`config.mk`:
```
export PLATFORM = sky130hd
export DESIGN_NAME = ahb_gpio_irq
export DESIGN_NICKNAME = d
export VERILOG_FILES = /design/src/rtl/ahb_gpio_irq.sv
export SDC_FILE = /design/constraint.sdc
export NUM_CORES = 1
export LEC_CHECK = 0
export ABC_CLOCK_PERIOD_IN_PS = 2250
export CAP_MARGIN = 10
export CELL_PAD_IN_SITES_DETAIL_PLACEMENT = 2
export CELL_PAD_IN_SITES_GLOBAL_PLACEMENT = 2
export CORE_MARGIN = 2
export CORE_UTILIZATION = 32
export DETAILED_ROUTE_END_ITERATION = 10
export PLACE_DENSITY = 0.85
export SLEW_MARGIN = 5
export SYNTH_ARGS = -nofsm -noshare
export SYNTH_HDL_FRONTEND = slang
export SYNTH_SLANG_ARGS = --single-unit
```
`constraint.sdc`:
```
create_clock -name HCLK -period 2.25 [get_ports HCLK]
set_input_delay 0.5625 -clock HCLK [delete_from_list [all_inputs] [get_ports HCLK]]
set_output_delay 0.5625 -clock HCLK [all_outputs]
set_load 0.01 [all_outputs]
```
`src/rtl/ahb_gpio_irq.sv`:
```
// ahb_gpio_irq: AHB-Lite GPIO slave with input synchroniser, atomic output ops and per-pin interrupts.
// Define GPIO_BOTH_EDGE_EN to add the IRQ_BOTH register (any-edge interrupts).
module ahb_gpio_irq #(
    parameter int GPIO_WIDTH  = 16,
    parameter int SYNC_STAGES = 2
) (
    input  logic                  HCLK,
    input  logic                  HRESETn,
    input  logic                  HSEL,
    input  logic [31:0]           HADDR,
    input  logic [1:0]            HTRANS,
    input  logic [2:0]            HSIZE,
    input  logic [3:0]            HPROT,
    input  logic                  HWRITE,
    input  logic [31:0]           HWDATA,
    input  logic                  HREADY,
    output logic                  HREADYOUT,
    output logic [31:0]           HRDATA,
    output logic [1:0]            HRESP,
    output logic [GPIO_WIDTH-1:0] DIR,
    output logic [GPIO_WIDTH-1:0] WDATA,
    input  logic [GPIO_WIDTH-1:0] RDATA,
    output logic [GPIO_WIDTH-1:0] PIN_IRQ,
    output logic                  IRQ
);
    localparam int W = GPIO_WIDTH;
    logic            trans_en, wr_q, unused_ok;
    logic [3:0]      addr_q;
    logic [15:0]     wsel;
    logic [W-1:0]    wd, dir_q, out_q, en_q, type_q, pol_q, stat_q, both_q, prev_q, sync;
    logic [W-1:0]    rise, fall, evt, clr, stat_d, out_d, rd;
    logic [W-1:0]    sync_q [SYNC_STAGES];

    assign trans_en  = HSEL & HTRANS[1] & HREADY;
    assign unused_ok = ^{HSIZE, HPROT, HADDR[31:6], HADDR[1:0], HTRANS[0], HWDATA};
    assign HREADYOUT = 1'b1;
    assign HRESP     = 2'b00;
    assign wd        = HWDATA[W-1:0];
    assign wsel      = wr_q ? 16'd1 << addr_q : '0;
    assign sync      = sync_q[SYNC_STAGES-1];
    assign rise      = sync & ~prev_q;
    assign fall      = ~sync & prev_q;
    assign evt       = type_q & ((both_q & (rise | fall)) | (~both_q & ((pol_q & rise) | (~pol_q & fall))));
    assign clr       = wsel[9] ? wd : '0;
    // Edge bits are sticky with set beating a same-cycle W1C; level bits simply track the pin.
    assign stat_d    = (type_q & ((stat_q & ~clr) | evt)) | (~type_q & ~(sync ^ pol_q));
    assign out_d     = wsel[2] ? wd :
                       wsel[3] ? out_q | wd :
                       wsel[4] ? out_q & ~wd :
                       wsel[5] ? out_q ^ wd : out_q;
    assign DIR       = dir_q;
    assign WDATA     = out_q;
    assign PIN_IRQ   = stat_q & en_q;
    assign HRDATA    = 32'(rd);

    always_ff @(posedge HCLK or negedge HRESETn) begin
        if (!HRESETn) begin
            addr_q <= '0;
            wr_q   <= 1'b0;
            dir_q  <= '0;
            out_q  <= '0;
            en_q   <= '0;
            type_q <= '0;
            pol_q  <= '0;
            stat_q <= '0;
            prev_q <= '0;
            IRQ    <= 1'b0;
            for (int i = 0; i < SYNC_STAGES; i++) sync_q[i] <= '0;
        end else begin
            if (trans_en) addr_q <= HADDR[5:2];
            wr_q   <= trans_en & HWRITE;
            if (wsel[1]) dir_q <= wd;
            out_q  <= out_d;
            if (wsel[6]) en_q <= wd;
            if (wsel[7]) type_q <= wd;
            if (wsel[8]) pol_q <= wd;
            stat_q <= stat_d;
            prev_q <= sync;
            IRQ    <= |PIN_IRQ;
            sync_q[0] <= RDATA;
            for (int i = 1; i < SYNC_STAGES; i++) sync_q[i] <= sync_q[i-1];
        end
    end

`ifdef GPIO_BOTH_EDGE_EN
    always_ff @(posedge HCLK or negedge HRESETn) begin
        if (!HRESETn) both_q <= '0;
        else if (wsel[10]) both_q <= wd;
    end
`else
    assign both_q = '0;
`endif

    always_comb begin
        rd = '0;
        case (addr_q)
            4'd0:    rd = sync;
            4'd1:    rd = dir_q;
            4'd2:    rd = out_q;
            4'd6:    rd = en_q;
            4'd7:    rd = type_q;
            4'd8:    rd = pol_q;
            4'd9:    rd = stat_q;
            4'd10:   rd = both_q;
            default: rd = '0;
        endcase
    end
endmodule

```
==> metrics <==
Syn Std Cell Area 0.00738 mm²; reg2reg start addr_q[0]; Cells after Synth about 640; run status complete, but fails checks; Setup-failing EPs final 16; Worst-path clk slew 70 ps; iteration-0 DRC count of the detailed router roughly 480; min-delay worst type in -> async; Tot GR Track Use 0.261; family with the most delay on the worst path buffers and inverters; Max-slew headroom 0.633; Max-cap violations 0; CTS root buffer clkbuf_16; Bufs and invs on worst path 5; largest stage delay on the critical path 450 ps; Top FF cell, synth dfrtp_1; ant diodes 0; complex-gate fraction of the synthesized area 0.141; routability congestion estimate 0.762; unrepaired setup endpoints after global routing true; CTS Sinks 150; final instance area 0.0102 mm²; Synth cell types 39; register-to-register setup slack 130 ps; per-cell routed wire length 27.9 µm; CP Cell Sequence buf_6 > nor4b_4 > buf_4 > buf_6 > buf_6 > a222oi_1 > nand3_2 > buf_2; crit share post-route 1.21; f_max 367 MHz; critical path class reg -> out; Setup Skew slightly below 10 ps; hold_buf cts 0; Initial Util 0.326; row cnt between 50 and 60; Pwr Density approximately 960 mW/mm²; Total Die Area 0.0243 mm²; largest net degree at the start of global routing 46; Via density approximately 5.7; Clock Tree Buf Depth 2; core area 0.0226 mm²; crit-path most repeated cell buf_6; CP max FO 4; EDFF count, synth 0; Static Leak 4.52 nW; Port Buffer Count about 110; total power 9.77 mW; capturing point of the worst reg2reg path WDATA[6]; first-pass GRT wire length 46.6 mm; largest family of logic cells by synthesized area compound AO/OA/AOI/OAI gates; Worst Path Required ~1700 ps; synthesized area per cell 11.6 µm²; Util after Layout 0.452; placed instance area slightly above 0.009 mm²; sequential share of the synthesized area 0.509; failing checks negative setup slack; Slowest-stage cell, CP dfrtp_2; top cells by area, synth dfrtp_1, mux2_2, ha_1; register bit total from synthesis 150; adder-cell area share of the yosys netlist 0.0542; Startpoint Class flip-flop; CP Data Arrival Time 2160 ps; share of layout cells above drive strength 1 0.324; Synth Area in Simple Gates 0.123; H-tree levels 4; R2R depth 5; drt drc 0; Die Y 156 µm; CTS tree done; Antenna Violating Nets Remaining 0; top-count cell post-synth dfrtp_1; I/O pin total 178; detailed placement HPWL approximately 19 mm; Final Critical Period 2730 ps; Slew Limit Fails 0; yosys warns 0; Synth area leader dfrtp_1; grt ovf 0; routed wire length 31.5 mm; area delta synth->final 38.7%; DR vias between 6,000 and 7,000; Worst Slack Setup Final -476 ps; CTS buffer count 17; vias in the first global route 7,366; Post-synth ARST share 1.00; Synth top cells by count dfrtp_1, mux2_2, inv_1, nand3_1; measured slew at the worst slew-check pin 551 ps; xor/xnor share of the synthesized area 0.00119; Crit. End Element output port; worst hold slack 56.6 ps; area fraction of the dominant cell type after synthesis 0.509; Clock Latency Late Sink 440 ps; Place WS -363 ps; fraction of synthesized area in multiplexers 0.109; nets 956; Chip Width 156 µm; Worst Setup SP addr_q[2]; initial antenna violation count 0; maximum vdd drop 0.493 mV; DRT Pass-1 Iters 5; final hold viol count 0
==> layer usage <==
| layer | routed length, µm | track usage | vias to the layer above |
|---|---|---|---|
| met5 | 0 | 0 | - |
| met4 | 1170 | 0.118 | 0 |
| met3 | 1660 | 0.0444 | 84 |
| met2 | 16400 | 0.467 | 282 |
| met1 | 12200 | 0.306 | 3371 |
| li1 | - | - | 2695 |
==> placed cells by master (no fill, tap or decap), types with 3 or more instances in the layout <==
cell type | Yosys | routed
clkbuf_8 | 0 | 3
nor2b_1 | 16 | 16
a22oi_1 | 32 | 15
and2_1 | 16 | 12
mux2_1 | 3 | 3
or2_2 | 16 | 16
buf_2 | 10 | 16
dfrtp_1 | 150 | 148
a222oi_1 | 16 | 16
a311o_1 | 16 | 16
buf_6 | 3 | 28
nand2_2 | 3 | 3
nand3_1 | 33 | 31
or4_1 | 5 | 5
clkinv_2 | 0 | 4
and2_2 | 0 | 3
a221oi_1 | 16 | 16
ha_1 | 32 | 32
nor3_1 | 16 | 16
mux2_2 | 55 | 55
mux2_4 | 10 | 10
clkbuf_16 | 0 | 17
conb_1 | 2 | 19
buf_12 | 0 | 12
a31oi_1 | 16 | 16
inv_1 | 34 | 34
clkdlybuf4s50_1 | 0 | 88
nor4b_4 | 3 | 4
clkinvlp_4 | 0 | 4
o21ai_0 | 16 | 16
a22oi_2 | 0 | 17
nand2_1 | 32 | 32
buf_4 | 24 | 67
a21oi_1 | 32 | 32
==> through the flow <==
stage,cells,setup TNS (ps)
floorplan,654,0
global placement,1060,-4170
detailed placement,1060,-5150
CTS,1128,-5790
global route,1128,-7900
finish,1128,-6790
==> cells by family (layout without fill, tap and decap cells) <==
family | count (synthesis) | count (layout)
buffers and inverters | 89 | 278
AO/OA/AOI/OAI | 144 | 144
XOR/XNOR | 1 | 1
adder cells (fa/ha/maj) | 32 | 32
flip-flops | 150 | 150
other | 2 | 19
multiplexers | 68 | 68
AND/OR/NAND/NOR | 151 | 151
==> worst max-delay path by stage <==
stage,endpoint,cells past startpoint
2_1_floorplan,HRDATA[4],5
3_3_place_gp,HRDATA[9],5
3_5_place_dp,HRDATA[9],5
4_1_cts,HRDATA[4],8
5_1_grt,HRDATA[0],8
6_report,HRDATA[0],8
==> state kept, by name, indices dropped and copies added (netlist names) <==
signal and count:
DIR 16, IRQ 1, wr_q 1, en_q 16, pol_q 16, sync_q 16
stat_q 16, prev_q 16, type_q 16, WDATA 16, sync 16, addr_q 4
==> power breakdown <==
group          switching, mW  internal [mW]
clock network           1.23           1.71
registers              0.595           3.13
logic                   1.53           1.58
==> area by class of cell <==
| type | count | area [µm²] |
|---|---|---|
| tap | 285 | 357 |
| inverter | 34 | 128 |
| clock buffer | 20 | 467 |
| sequential | 150 | 3760 |
| timing repair buffer | 212 | 2030 |
| fill | 2251 | 12400 |
| clock inverter | 12 | 128 |
| multi-input combinational | 415 | 3370 |
==> timing repair <==
item	4_1_cts	5_1_grt
buffers inserted	36	0
setup endpoints to repair	17	20
resized for setup	105	16
pin swaps	31	13
No activity file was read; power rests on OpenSTA's default activity.
